### src/rtl/mem_bus_arbiter.sv
// Arbitrates the single memory bus between instruction fetch and MEM-stage data access.
// Optional macro ARB_FAIR_EN adds a fairness flag that lets a waiting fetch beat data after a data grant.

`ifndef BUS_NONE
`define BUS_NONE  2'b00
`endif
`ifndef BUS_LOAD
`define BUS_LOAD  2'b01
`endif
`ifndef BUS_STORE
`define BUS_STORE 2'b10
`endif

module mem_bus_arbiter #(
  parameter int unsigned TIMEOUT_CYC = 255
) (
  input  logic        clk,
  input  logic        rst,
  input  logic        if_req,
  input  logic [31:0] if_addr,
  output logic [31:0] if_rdata,
  output logic        if_done,
  input  logic [1:0]  dm_cmd,
  input  logic [31:0] dm_addr,
  input  logic [31:0] dm_wdata,
  output logic [31:0] dm_rdata,
  output logic        dm_done,
  output logic [1:0]  bus_cmd,
  output logic [31:0] bus_addr,
  output logic [31:0] bus_wdata,
  input  logic [31:0] bus_rdata,
  input  logic        bus_ack,
  output logic        arb_err
);

  localparam logic [1:0] S_IDLE  = 2'd0;
  localparam logic [1:0] S_FETCH = 2'd1;
  localparam logic [1:0] S_DATA  = 2'd2;
  localparam logic [1:0] S_DONE  = 2'd3;

  localparam logic [7:0] CNT_LAST = 8'(TIMEOUT_CYC - 1);

  logic [1:0]  state_q, state_d;
  logic [7:0]  cnt_q, cnt_d;
  logic [1:0]  bus_cmd_q, bus_cmd_d;
  logic [31:0] bus_addr_q, bus_addr_d;
  logic [31:0] bus_wdata_q, bus_wdata_d;
  logic [31:0] if_rdata_q, if_rdata_d;
  logic [31:0] dm_rdata_q, dm_rdata_d;
  logic        if_done_q, if_done_d;
  logic        dm_done_q, dm_done_d;
  logic        arb_err_q, arb_err_d;
  logic        dm_valid;
  logic        pick_data;
  logic        finish;
  logic        timed_out;

  // The illegal encoding 2'b11 never requests the bus
  assign dm_valid = (dm_cmd == `BUS_LOAD) || (dm_cmd == `BUS_STORE);

`ifdef ARB_FAIR_EN
  logic fair_q, fair_d;
  assign pick_data = dm_valid && !(if_req && fair_q);
`else
  assign pick_data = dm_valid;
`endif

  assign timed_out = !bus_ack && (cnt_q == CNT_LAST);
  assign finish    = bus_ack || timed_out;

  always_comb begin
    state_d     = state_q;
    cnt_d       = cnt_q;
    bus_cmd_d   = bus_cmd_q;
    bus_addr_d  = bus_addr_q;
    bus_wdata_d = bus_wdata_q;
    if_rdata_d  = if_rdata_q;
    dm_rdata_d  = dm_rdata_q;
    if_done_d   = 1'b0;
    dm_done_d   = 1'b0;
    arb_err_d   = arb_err_q;
`ifdef ARB_FAIR_EN
    fair_d      = fair_q;
`endif
    case (state_q)
      S_IDLE: begin
        cnt_d = 8'd0;
        if (pick_data) begin
          state_d     = S_DATA;
          bus_cmd_d   = dm_cmd;
          bus_addr_d  = dm_addr;
          bus_wdata_d = (dm_cmd == `BUS_STORE) ? dm_wdata : 32'd0;
        end else if (if_req) begin
          state_d     = S_FETCH;
          bus_cmd_d   = `BUS_LOAD;
          bus_addr_d  = if_addr;
          bus_wdata_d = 32'd0;
        end
      end
      S_FETCH, S_DATA: begin
        cnt_d = cnt_q + 8'd1;
        if (finish) begin
          state_d     = S_DONE;
          bus_cmd_d   = `BUS_NONE;
          bus_wdata_d = 32'd0;
          arb_err_d   = timed_out;
          if (state_q == S_FETCH) begin
            if_done_d  = 1'b1;
            if_rdata_d = timed_out ? 32'd0 : bus_rdata;
`ifdef ARB_FAIR_EN
            fair_d     = 1'b0;
`endif
          end else begin
            dm_done_d  = 1'b1;
            dm_rdata_d = (timed_out || bus_cmd_q == `BUS_STORE) ? 32'd0 : bus_rdata;
`ifdef ARB_FAIR_EN
            fair_d     = 1'b1;
`endif
          end
        end
      end
      default: begin
        // DONE lasts one cycle; requests are not looked at until IDLE
        state_d   = S_IDLE;
        arb_err_d = 1'b0;
      end
    endcase
  end

  always_ff @(posedge clk or posedge rst) begin
    if (rst) begin
      state_q     <= S_IDLE;
      cnt_q       <= 8'd0;
      bus_cmd_q   <= `BUS_NONE;
      bus_addr_q  <= 32'd0;
      bus_wdata_q <= 32'd0;
      if_rdata_q  <= 32'd0;
      dm_rdata_q  <= 32'd0;
      if_done_q   <= 1'b0;
      dm_done_q   <= 1'b0;
      arb_err_q   <= 1'b0;
`ifdef ARB_FAIR_EN
      fair_q      <= 1'b0;
`endif
    end else begin
      state_q     <= state_d;
      cnt_q       <= cnt_d;
      bus_cmd_q   <= bus_cmd_d;
      bus_addr_q  <= bus_addr_d;
      bus_wdata_q <= bus_wdata_d;
      if_rdata_q  <= if_rdata_d;
      dm_rdata_q  <= dm_rdata_d;
      if_done_q   <= if_done_d;
      dm_done_q   <= dm_done_d;
      arb_err_q   <= arb_err_d;
`ifdef ARB_FAIR_EN
      fair_q      <= fair_d;
`endif
    end
  end

  assign bus_cmd   = bus_cmd_q;
  assign bus_addr  = bus_addr_q;
  assign bus_wdata = bus_wdata_q;
  assign if_rdata  = if_rdata_q;
  assign dm_rdata  = dm_rdata_q;
  assign if_done   = if_done_q;
  assign dm_done   = dm_done_q;
  assign arb_err   = arb_err_q;

endmodule
### config.mk
export PLATFORM = sky130hd
export DESIGN_NAME = mem_bus_arbiter
export DESIGN_NICKNAME = d
export VERILOG_FILES = /design/src/rtl/mem_bus_arbiter.sv
export SDC_FILE = /design/constraint.sdc
export NUM_CORES = 1
export LEC_CHECK = 0
export ABC_AREA = 1
export BUFFER_PORTS_ARGS = -buffer_cell sky130_fd_sc_hd__buf_2
export CAP_MARGIN = 20
export CORE_MARGIN = 2
export CORE_UTILIZATION = 40
export DETAILED_ROUTE_END_ITERATION = 12
export GPL_TIMING_DRIVEN = 1
export PLACE_DENSITY = 0.75
export RECOVER_POWER = 50
export SYNTH_ARGS = -nofsm -noshare
export SYNTH_HDL_FRONTEND = slang
export SYNTH_SLANG_ARGS = --single-unit
### constraint.sdc
create_clock -name clk -period 5.3 [get_ports clk]
set_input_delay 0.53 -clock clk [delete_from_list [all_inputs] [get_ports clk]]
set_output_delay 0.53 -clock clk [all_outputs]
set_load 0.01 [all_outputs]
# ---- Word level (Yosys, flattened, before mapping)
# Cells that the tools add are included.
dict set report word_totals {
  ff_bits 143
  input_bits 134
  output_inout_bits 133
}
dict set report op_classes {
  addsub 1
  eq_ne 8
  muxes 25
  bitwise 2
  reduce_logical 15
}
# op n
set ops {}
lappend ops {{$mux 32} 8}
lappend ops {{$pmux 32 s2} 1}
lappend ops {{$pmux 8 s2} 1}
lappend ops {{$mux 2} 5}
lappend ops {{$reduce_and 3->1} 3}
lappend ops {{$add 8x1->8 const B} 1}
lappend ops {{$eq 8x8->1 const B} 1}
lappend ops {{$pmux 2 s2} 2}
lappend ops {{$mux 1} 7}
lappend ops {{$eq 2x2->1 const B} 3}
lappend ops {{$reduce_and 2->1} 3}
lappend ops {{$eq 2x1->1 const B} 2}
lappend ops {{$reduce_bool 2->1} 2}
lappend ops {{$logic_or 1x1->1} 3}
lappend ops {{$ne 3x3->1 const B} 1}
lappend ops {{$logic_not 2->1} 1}
lappend ops {{$ne 2x2->1 const B} 1}
lappend ops {{$not 1->1} 2}
lappend ops {{$pmux 1 s2} 1}
lappend ops {{$reduce_or 2->1} 1}
lappend ops {{$logic_and 1x1->1} 1}
lappend ops {{$logic_not 1->1} 1}

# ---- Logic depth before layout (Yosys ltp)
# Gate-level depths: netlist (run 1).
dict set report depth {
  depth_word 5
  depth_mapped 11
  ltp_nobuf 9
}

# ---- Worst setup path after synthesis (run 1)
# No wires, ideal clock.
dict set report synth_timing {
  path_type {in2reg}
  from {input port dm_cmd[0]}
  to {register bus_wdata_q[23], in the netlist bus_wdata[23]}
  setup_ps 126
  arrival_ps 1631
  required_ps 5174
  path_slack_ps 3543
  stages 9
  path_buffers 2
  path_cell_list {inv_1 > ha_1 > buf_4 > inv_2 > o21ai_1 > nand2_1 > nand2_2 > buf_2 > o21ai_0}
}
dict set report synth_via {
  elab_chain_cells 4
}
# element line_no
set synth_lines {}
lappend synth_lines {{start, declared} 23} ;# input logic [1:0] dm_cmd,
lappend synth_lines {{$eq 2x2->1 (no line) or $eq 2x1->1 (tied branches)} -}
lappend synth_lines {{$mux 32 or $logic_or 1x1->1 (tied branches)} {92, 59}}
lappend synth_lines {{$mux 32 or $ne 3x3->1 (tied branches)} -}
lappend synth_lines {{$pmux 32 s2 or $reduce_and 3->1 (tied branches)} -}
lappend synth_lines {{end signal, assigned} 150} ;# bus_wdata_q <= bus_wdata_d;
lappend synth_lines {{end, declared} 47} ;# logic [31:0] bus_wdata_q, bus_wdata_d;
# Parallel ways exist; a longest one is shown, timed or not.
# A chain may end at the register's enable or synchronous reset.

==> out/results.txt, run 1 <==
run status = complete, but fails checks
failing checks = capacitance limit, slew limit
crit path time final = 3.19 ns
worst skew pair latency = 0.41 ns
first-pass GRT wire length = 26100 microns
Placed Instance Area = 7700 sq um
routed length per instance = 14.2 microns
DRT Pass-1 Iters = 6
asr flop ratio synth = 100%
Port Buffers = 266
main combinational cell family by area after synthesis = simple AND/OR/NAND/NOR gates
post-synth top area share = 56.4%
Worst R2R Path Depth = 8
Synth Area in Simple Gates = 21.2%
Die H = 130 microns
count leader, synth = nand2_1
reg2reg end = bus_wdata[28]$_DFFE_PP0P_
postcts setup bufs = 0
number of flops mapped to enable cells by yosys = 0
YS warnings = 0
gpl congestion = 0.785
slowest cell delay on critical path = 2.06 ns
final net count = 1087
CTS sink cnt = 143
Static Leak = 4.00 nW
die width = 130 microns
P per Cell Area = 592 nW/um^2
post-route cell area = 8220 sq um
footprint of the multi-input gates = 2380 sq um
Max-cap violations = 1
relative slew slack = -149%
Final ANT Viol Nets = 0
Starting Density = 40.4%
layout cells sized above 1 = 25.1%
area share of xor/xnor cells in the synthesized design = 0%
DP HPWL = 11500 microns
Residual DRC = 0
starting DRC count in detailed routing = 244
Register Area = 3580 sq um
CTS Buf Count = 17
post-synthesis cell area = 6350 sq um
RSZ-0062 raised after global routing = no
synthesized instance count = 701
CTS tree = built
worst path buffer plus inverter count = 3
GRT Overall Usage = 19.7%
FILL cells = 1589
area leader, netlist = dfrtp_1
HP Class = in -> reg
main flop type after synthesis = dfrtp_1
worst IR drop on VDD = 0.238 mV
post-synthesis mux area share = 0%
Tightest Pin Transition = 3.72 ns
Core ar. = 15700 sq um
maximum clock path buffer count = 2
hold-fix buffers at CTS = 0
vias in the first global route = 5219
Via density = 4.72
Tcrit/Tclk final = 60.2%
Post-Synth Adder-Cell Area = 1.38%
Slowest cell on crit path = clkinvlp_2
delay-heaviest family, CP = buffers and inverters
main area contributors after synthesis = dfrtp_1, nand2_1, o21ai_2
final hold violations = 0
most frequent cells after synthesis = nand2_1, dfrtp_1, o21ai_2, o21ai_1, nor2_1
hold path startpoint = dm_wdata[13]
ant diodes = 0
reg-to-reg setup timing slack = 3.12 ns
max-slew violation count = 85
Worst Path Required = 5.75 ns
initial antenna violation count = 0
Post-CTS Resized = 0
WS Path Type = in -> async
grt total ovfl = 0
Crit. End Element = async pin
setup violators final = 0
Worst Hold End = bus_wdata[13]$_DFFE_PP0P_
die footprint = 16900 sq um
clk root buf = clkbuf_16
Fin Setup TNS = 0 ns
Worst Path Arrival = 3.64 ns
H-tree levels = 4
Max FO, Critical Path = 84
FMAX = 314 MHz
routed vias = 5541
count of cell types in the netlist = 21
largest net degree at the start of global routing = 85
Synth Area in Compound Gates = 14.7%
total wire length = 16700 microns
Yosys reg bits = 143
worst hold stages = 3
crit path launch type = input pin
Crit Reg-Reg Startpoint = state_q[0]$_DFFE_PP0P_
register area share after synthesis = 56.4%
Layout Skew = 0.0101 ns
CP cell instances = buf_2 -> clkinvlp_2 -> buf_4
top-level I/O count = 267
row count = 46
Post-Syn Area per Cell = 9.05 sq um
syn nets = 842
clock slew at reported path FFs = 0.06 ns
area grow syn2layout = 29.5%
-- tightest hold or removal path: stages --
cell and delay (ns):
buf_2 0.09, nand2_1 0.05, o21ai_1 0.06
-- through the flow --
step	cells	total power, mW	hold slack [ns]	setup slack, ns	utilization [%]
2_1_floorplan	701	3.05	0.455	0.932	-
3_3_place_gp	1141	3.59	0.459	2.16	48.9
3_5_place_dp	1142	3.64	0.462	2.08	49.0
4_1_cts	1173	4.98	0.288	2.51	53.2
5_1_grt	1174	5.24	0.348	1.44	52.3
6_report	1174	4.87	0.357	2.11	52.3
-- power by group --
| group | switching [mW] | internal [mW] |
|---|---|---|
| logic | 1.16 | 0.611 |
| clock network | 0.474 | 0.848 |
| registers | 0.249 | 1.53 |
| total | 1.88 | 2.98 |
-- cell usage in the layout, fill, tap and decap left out, types with 2 or more instances in the layout --
master	n
a31oi_1	33
a21oi_1	5
clkinvlp_4	2
inv_2	2
o21ai_0	18
bufinv_16	5
clkbuf_16	17
nand3_1	36
buf_4	6
nand3_2	4
nor2_2	2
clkinv_4	5
ha_1	7
nor2_1	40
o21ai_1	42
clkbuf_1	124
o21ai_2	46
nor3_1	3
nand2_1	248
nand2_2	3
dfrtp_1	143
inv_1	19
buf_2	142
-- worst max path at each step --
stage              start                        end  slack, ns  cells after the start
4_1_cts        dm_cmd[0]  bus_wdata[28]$_DFFE_PP0P_       2.51                      9
2_1_floorplan        rst        arb_err$_DFFE_PP0P_       0.93                      1
6_report             rst    dm_rdata[5]$_DFFE_PP0P_       2.11                      3
3_5_place_dp   dm_cmd[0]  bus_wdata[28]$_DFFE_PP0P_       2.08                      9
5_1_grt              rst    dm_rdata[5]$_DFFE_PP0P_       1.44                      3
3_3_place_gp   dm_cmd[0]  bus_wdata[23]$_DFFE_PP0P_       2.16                      9
-- state kept, by name, indices dropped and copies added, names as in the netlist --
| register | count |
|---|---|
| bus_cmd | 2 |
| if_done | 1 |
| arb_err | 1 |
| state_q | 2 |
| bus_wdata | 32 |
| bus_addr | 32 |
| cnt_q | 8 |
| if_rdata | 32 |
| dm_done | 1 |
| dm_rdata | 32 |
-- area by class of cell --
type	count	share of cell area, %
Multi-Input combinational cell	488	28.9
Timing Repair Buffer	274	15.3
Tap cell	216	3.29
Sequential cell	143	43.5
Clock inverter	13	2.60
Inverter	22	1.02
Clock buffer	18	5.34
-- cells by family after synthesis --
kind of cell	after synthesis
and+or+nand+nor	337
adders and majority gates	7
buffers and inverters	70
AOI/OAI and AO/OA	144
DFF	143
-- metal layers --
metal	track usage, %	vias up	wire [microns]
li1	-	2781	-
met1	25.3	2529	7170
met2	32.3	219	8030
met3	5.95	12	1290
met4	6.01	0	183
met5	0	-	0
No activity file was read; power rests on OpenSTA's default activity.
==> run 2: changes to the inputs <==
==> constraint.sdc (replaced) <==
create_clock -name clk -period 3.1 [get_ports clk]
set_input_delay 0.31 -clock clk [delete_from_list [all_inputs] [get_ports clk]]
set_output_delay 0.31 -clock clk [all_outputs]
set_load 0.01 [all_outputs]
==> run 2 against run 1 <==
  * Largest power group is now combinational logic
  * Cell area increased by 0.52%
  * Largest cell class unchanged
  * The flow still finishes with violations (capacitance limit, slew limit)
  * Worst setup slack worse by 1.2 ns
  * Register-to-register slack worse by 2.2 ns
==> out/results.txt, run 2 (same netlist as run 1, synthesis figures left out) <==
run status = complete, but fails checks (unchanged)
failing checks = capacitance limit, slew limit (unchanged)
Static Leak = 4.20 nW (was 4.00 nW)
CTS Buf Count = 17 (unchanged)
footprint of the multi-input gates = 2380 sq um (unchanged)
Post-Layout Cell Count = 1182 (was 1174)
Die H = 130 microns (unchanged)
HP Class = in -> reg (unchanged)
Worst Path Arrival = 2.49 ns (was 3.64 ns)
DP HPWL = 12100 microns (was 11500 microns)
vias in the first global route = 5272 (was 5219)
Via density = 4.74 (was 4.72)
clock slew at reported path FFs = 0.06 ns (about the same)
first-pass GRT wire length = 26600 microns (was 26100 microns)
P per Cell Area = 991 nW/um^2 (was 592 nW/um^2)
Fin Setup TNS = 0 ns (unchanged)
layout cells sized above 1 = 31.3% (was 25.1%)
setup violators final = 0 (unchanged)
RSZ-0062 raised after global routing = no (unchanged)
crit path time final = 2.20 ns
routed length per instance = 14.3 microns (was 14.2 microns)
hold-fix buffers at CTS = 0 (unchanged)
final net count = 1092 (was 1087)
Slowest cell on crit path = nand3_2 (was clkinvlp_2)
H-tree levels = 4 (unchanged)
starting DRC count in detailed routing = 261 (was 244)
commonest non-fill, non-tap cell in the layout = nand2_1 (unchanged)
Core ar. = 15700 sq um (unchanged)
Worst R2R Path Depth = 10 (was 8)
Worst Path Required = 3.39 ns (was 5.75 ns)
CTS sink cnt = 143 (unchanged)
top-level I/O count = 267 (unchanged)
Register Area = 3580 sq um (unchanged)
max layer used = met4 (unchanged)
postcts setup bufs = 0 (unchanged)
Port Buffers = 266 (unchanged)
max-slew violation count = 145 (was 85)
worst hold stages = 3 (unchanged)
slowest cell delay on critical path = 0.46 ns (was 2.06 ns)
Tightest Pin Transition = 1.86 ns (was 3.72 ns)
Max-cap violations = 2 (was 1)
FILL cells = 1558 (was 1589)
delay-heaviest family, CP = simple AND/OR/NAND/NOR gates (was buffers and inverters)
Tcrit/Tclk final = 70.9%
grt total ovfl = 0 (unchanged)
area grow syn2layout = 30.1% (was 29.5%)
Final Power = 8.19 mW (was 4.87 mW)
worst IR drop on VDD = 0.459 mV (was 0.238 mV)
largest net degree at the start of global routing = 76 (was 85)
Final ANT Viol Nets = 0 (unchanged)
DRT Pass-1 Iters = 5 (was 6)
die width = 130 microns (unchanged)
Post-Place Cells = 1148 (was 1142)
Placed Instance Area = 7760 sq um (was 7700 sq um)
Residual DRC = 0 (unchanged)
placement-stage worst setup slack = 0.899 ns (was 2.08 ns)
Starting Density = 40.4% (unchanged)
row count = 46 (unchanged)
Max FO, Critical Path = 42 (was 84)
initial antenna violation count = 2 (was 0)
maximum clock path buffer count = 2 (unchanged)
GRT Overall Usage = 20.3% (was 19.7%)
worst skew pair latency = 0.42 ns (was 0.41 ns)
die footprint = 16900 sq um (unchanged)
Layout Skew = 0.0170 ns (was 0.0101 ns)
Post-CTS Resized = 0 (unchanged)
WL met2 = 8460 microns (was 8030 microns)
CP cell instances = inv_1 -> ha_1 -> nand2_1 -> nor2_1 -> nand2_2 -> nand2_2 -> nand3_2 -> buf_12 -> nand2_1 -> o21ai_1 (was buf_2 -> clkinvlp_2 -> buf_4)
setup slack after layout = 0.902 ns (was 2.11 ns)
routed vias = 5599 (was 5541)
total wire length = 17000 microns (was 16700 microns)
FMAX = 455 MHz
clk root buf = clkbuf_16 (unchanged)
relative slew slack = -24.3% (was -149%)
met1 wire length = 7020 microns (was 7170 microns)
WP depth = 10 (was 3)
CTS tree = built (unchanged)
WS Path Type = reg -> reg (was in -> async)
most frequent cells in the layout = nand2_1, buf_2, dfrtp_1 (was nand2_1, dfrtp_1, buf_2)
Crit. End Element = register (was async pin)
gpl congestion = 0.759 (was 0.785)
final hold violations = 0 (unchanged)
post-route cell area = 8260 sq um (was 8220 sq um)
worst path buffer plus inverter count = 2 (was 3)
met3 routed WL = 1320 microns (was 1290 microns)
crit path launch type = register (was input pin)
## run 2: cell types whose count changed in the layout (fill, tap and decap cells not counted), moves of 3 or more
cell,before,now
buf_4,6,9
bufinv_16,5,2
buf_2,142,200
clkbuf_1,124,68
## run 2: layout make-up
type	count	share of cell area, %
well taps	216	3.27
repair buffers	279	16.5
multi-input cells	488	28.8
diodes	2	0.0606
flip-flops and latches	143	43.3
clock inverters	12	1.62
clock buffers	20	5.41
inverters	22	1.01
## run 2: worst register-to-register path, cell delays in order, from the launching register on
cell     delay, ns
dfrtp_1       0.39
inv_1         0.10
ha_1          0.15
nand2_1       0.05
nor2_1        0.19
nand2_2       0.10
nand2_2       0.08
nand3_2       0.46
buf_12        0.40
nand2_1       0.10
o21ai_1       0.07
## run 2: path summary, 6_finish.rpt
kind                                          start                   endpoint  slack, ns
max in group asynchronous                       rst   bus_addr[20]$_DFFE_PP0P_       1.39
setup reg to reg               cnt_q[0]$_DFFE_PP0P_    if_rdata[1]$_DFFE_PP0P_       0.90
min in group asynchronous                       rst  bus_wdata[25]$_DFFE_PP0P_       0.49
hold reg to reg            if_rdata[25]$_DFFE_PP0P_   if_rdata[25]$_DFFE_PP0P_       0.48
hold / removal                         dm_wdata[31]  bus_wdata[31]$_DFFE_PP0P_       0.13
setup / recovery               cnt_q[0]$_DFFE_PP0P_    if_rdata[1]$_DFFE_PP0P_       0.90
## run 2: report_power, final
group	switching [mW]	total [mW]	internal [mW]
Sequential	0.420	3.03	2.61
Clock	0.797	2.01	1.21
Combinational	2.01	3.16	1.14
## run 2: through the flow
stage               hold WS, ns  util, %
floorplan                 0.454        -
global route              0.119     52.6
global placement          0.460     49.4
detailed placement        0.463     49.4
CTS                       0.111     53.1
finish                    0.129     52.6
## run 2: per-layer routing
layer / GRT usage (%) / vias up
met5: 0 / -
met4: 7.65 / 0
met3: 7.26 / 11
met2: 33.4 / 207
met1: 24.7 / 2578
li1: - / 2803
==> run 3: changes to the inputs <==
--- a/config.mk
+++ b/config.mk
@@ -12,7 +12,7 @@
 export CORE_UTILIZATION = 40
 export DETAILED_ROUTE_END_ITERATION = 12
 export GPL_TIMING_DRIVEN = 1
-export PLACE_DENSITY = 0.75
+export PLACE_DENSITY = 0.77
 export RECOVER_POWER = 50
 export SYNTH_ARGS = -nofsm -noshare
 export SYNTH_HDL_FRONTEND = slang
==> constraint.sdc (replaced) <==
create_clock -name clk -period 2 [get_ports clk]
set_input_delay 0.2 -clock clk [delete_from_list [all_inputs] [get_ports clk]]
set_output_delay 0.2 -clock clk [all_outputs]
set_load 0.01 [all_outputs]
==> run 3 against run 2 <==
  * Clock power rose by 53%
  * Critical path type unchanged
  * Sequential share of layout area fell by 0.24 points
  * Core utilization rose by 0.29 points
  * Register-to-register slack got worse by 0.68 ns
  * Count of clock-buffer cells in the layout fell by 2
  * Routed wire length fell by 0.41%
  * Via count rose by 0.96%
  * Critical endpoint is now bus_wdata[4]$_DFFE_PP0P_
  * Critical path depth fell by 3
  * The flow now finishes without violations
==> out/results.txt, run 3 (same netlist as run 1, synthesis figures left out) <==
run status = completed (was complete, but fails checks)
Static Leak = 4.19 nW (was 4.20 nW)
Die H = 130 microns (unchanged)
DP HPWL = 11900 microns (was 12100 microns)
worst IR drop on VDD = 0.734 mV (was 0.459 mV)
sequential share of power = 36.7% (was 37.0%)
Fin Setup TNS = 0 ns (unchanged)
row count = 46 (unchanged)
Residual DRC = 0 (unchanged)
worst skew pair latency = 0.42 ns (about the same)
Tightest Pin Transition = 1.05 ns (was 1.86 ns)
die width = 130 microns (unchanged)
WS Path Type = reg -> reg (unchanged)
sw power = 5.08 mW (was 3.23 mW)
Post-Layout Cell Count = 1181 (was 1182)
P per Cell Area = 1530 nW/um^2 (was 991 nW/um^2)
crit path launch type = register (unchanged)
Max-cap violations = 0 (was 2)
HP Class = in -> reg (unchanged)
Worst Path Arrival = 2.12 ns (was 2.49 ns)
final hold violations = 0 (unchanged)
Via density = 4.79 (was 4.74)
Port Buffers = 266 (unchanged)
relative slew slack = 30.0% (was -24.3%)
grt total ovfl = 0 (unchanged)
most frequent cells in the layout = nand2_1, buf_2, dfrtp_1 (unchanged)
Post-Place Cells = 1147 (was 1148)
routed vias = 5653 (was 5599)
CTS Buf Count = 17 (unchanged)
footprint of the multi-input gates = 2380 sq um (unchanged)
Crit. End Element = register (unchanged)
Final ANT Viol Nets = 0 (unchanged)
largest net degree at the start of global routing = 78 (was 76)
Max FO, Critical Path = 70 (was 42)
routed length per instance = 14.3 microns (about the same)
GRT Overall Usage = 19.9% (was 20.3%)
post-layout util = 52.9% (was 52.6%)
clk root buf = clkbuf_16 (unchanged)
DRT Pass-1 Iters = 7 (was 5)
layout cells sized above 1 = 31.3% (about the same)
RSZ-0062 raised after global routing = no (unchanged)
Core ar. = 15700 sq um (unchanged)
Final Power = 12.7 mW (was 8.19 mW)
H-tree levels = 4 (unchanged)
gpl congestion = 0.820 (was 0.759)
crit path time final = 1.77 ns (was 2.20 ns)
top-level I/O count = 267 (unchanged)
Comb pwr share = 39.1% (was 38.5%)
worst hold slack = 0.0225 ns (was 0.129 ns)
CTS sink cnt = 143 (unchanged)
Worst Path Required = 2.34 ns (was 3.39 ns)
total wire length = 16900 microns (was 17000 microns)
FILL cells = 1514 (was 1558)
switching fraction of total power = 39.9% (was 39.4%)
CTS tree = built (unchanged)
starting DRC count in detailed routing = 347 (was 261)
area grow syn2layout = 30.9% (was 30.1%)
Layout Skew = 0.0115 ns (was 0.0170 ns)
clock slew at reported path FFs = 0.07 ns (was 0.06 ns)
maximum clock path buffer count = 2 (unchanged)
FMAX = 563 MHz (was 455 MHz)
first-pass GRT wire length = 26400 microns (was 26600 microns)
Clk pwr share = 24.2% (was 24.5%)
final net count = 1092 (unchanged)
internal power = 7.64 mW (was 4.96 mW)
Register Area = 3580 sq um (unchanged)
Tcrit/Tclk final = 88.7% (was 70.9%)
initial antenna violation count = 2 (unchanged)
setup violators final = 0 (unchanged)
die footprint = 16900 sq um (unchanged)
vias in the first global route = 5293 (was 5272)
Starting Density = 40.4% (unchanged)
max-slew violation count = 0 (was 145)
commonest non-fill, non-tap cell in the layout = nand2_1 (unchanged)
[run 3: changes by cell type in the layout (fill, tap and decap cells not counted), sizes merged, moves of 2 or more]
cell,previous run,this run
clkinv,6,3
clkinvlp,3,6
buf,211,209
inv,23,25
[run 3: final timing paths]
| path | slack, ns | depth (start not counted) | startpoint | to |
|---|---|---|---|---|
| setup / recovery | 0.23 | 7 | state_q[0]$_DFFE_PP0P_ | bus_wdata[4]$_DFFE_PP0P_ |
| hold / removal | 0.02 | 3 | dm_wdata[2] | bus_wdata[2]$_DFFE_PP0P_ |
| setup reg to reg | 0.23 | 7 | state_q[0]$_DFFE_PP0P_ | bus_wdata[4]$_DFFE_PP0P_ |
| hold reg to reg | 0.48 | 2 | if_rdata[19]$_DFFE_PP0P_ | if_rdata[19]$_DFFE_PP0P_ |
| max in group asynchronous | 0.61 | 4 | rst | bus_addr[2]$_DFFE_PP0P_ |
| min in group asynchronous | 0.64 | 4 | rst | dm_rdata[25]$_DFFE_PP0P_ |
[run 3: stage by stage]
step / cell area, sq um / setup WS, ns
after CTS: 8410 / 0.191
after global placement: 7830 / 0.287
after global routing: 8310 / 0.0438
after floorplan: 6350 / 0.00894
final: 8310 / 0.225
after detailed placement: 7830 / 0.238
[run 3: cell type report]
| class | instances | area share (%) |
|---|---|---|
| Sequential cell | 143 | 43.1 |
| Antenna cell | 2 | 0.0603 |
| Multi-Input combinational cell | 488 | 28.6 |
| Inverter | 22 | 1.01 |
| Tap cell | 216 | 3.25 |
| Timing Repair Buffer | 279 | 17.1 |
| Clock buffer | 18 | 5.29 |
| Clock inverter | 13 | 1.58 |
[run 3: power by group through the flow]
stage / logic, mW / registers (mW) / clock network, mW
2_1_floorplan: 2.91 / 5.17 / 0
3_3_place_gp: 5.04 / 4.66 / 0
3_5_place_dp: 5.19 / 4.67 / 0
4_1_cts: 5.20 / 4.65 / 3.14
5_1_grt: 5.62 / 4.81 / 3.26
6_report: 4.97 / 4.67 / 3.07
[run 3: what timing repair did]
| item | 4_1_cts | 5_1_grt |
|---|---|---|
| buffers inserted | 0 | 0 |
| hold buffers | 1 | 0 |
| hold endpoints to repair | 143 | 0 |
| gates resized for setup | 0 | 0 |
[run 3: worst max-delay path: stages (launching register included)]
cell and delay (ns):
dfrtp_1 0.40, inv_1 0.07, ha_1 0.50, nand3_2 0.17, nand2_2 0.11, buf_12 0.25, nand2_1 0.07, o21ai_1 0.09
[run 3: metal layers]
layer  global-route usage (%)  up-vias  part of all wire [%]
met4                     7.72        0                   2.0
met2                     33.2      225                    49
met1                     24.3     2610                    41
met5                        0        -                     0
li1                         -     2794                     -
met3                     5.90       24                   8.2
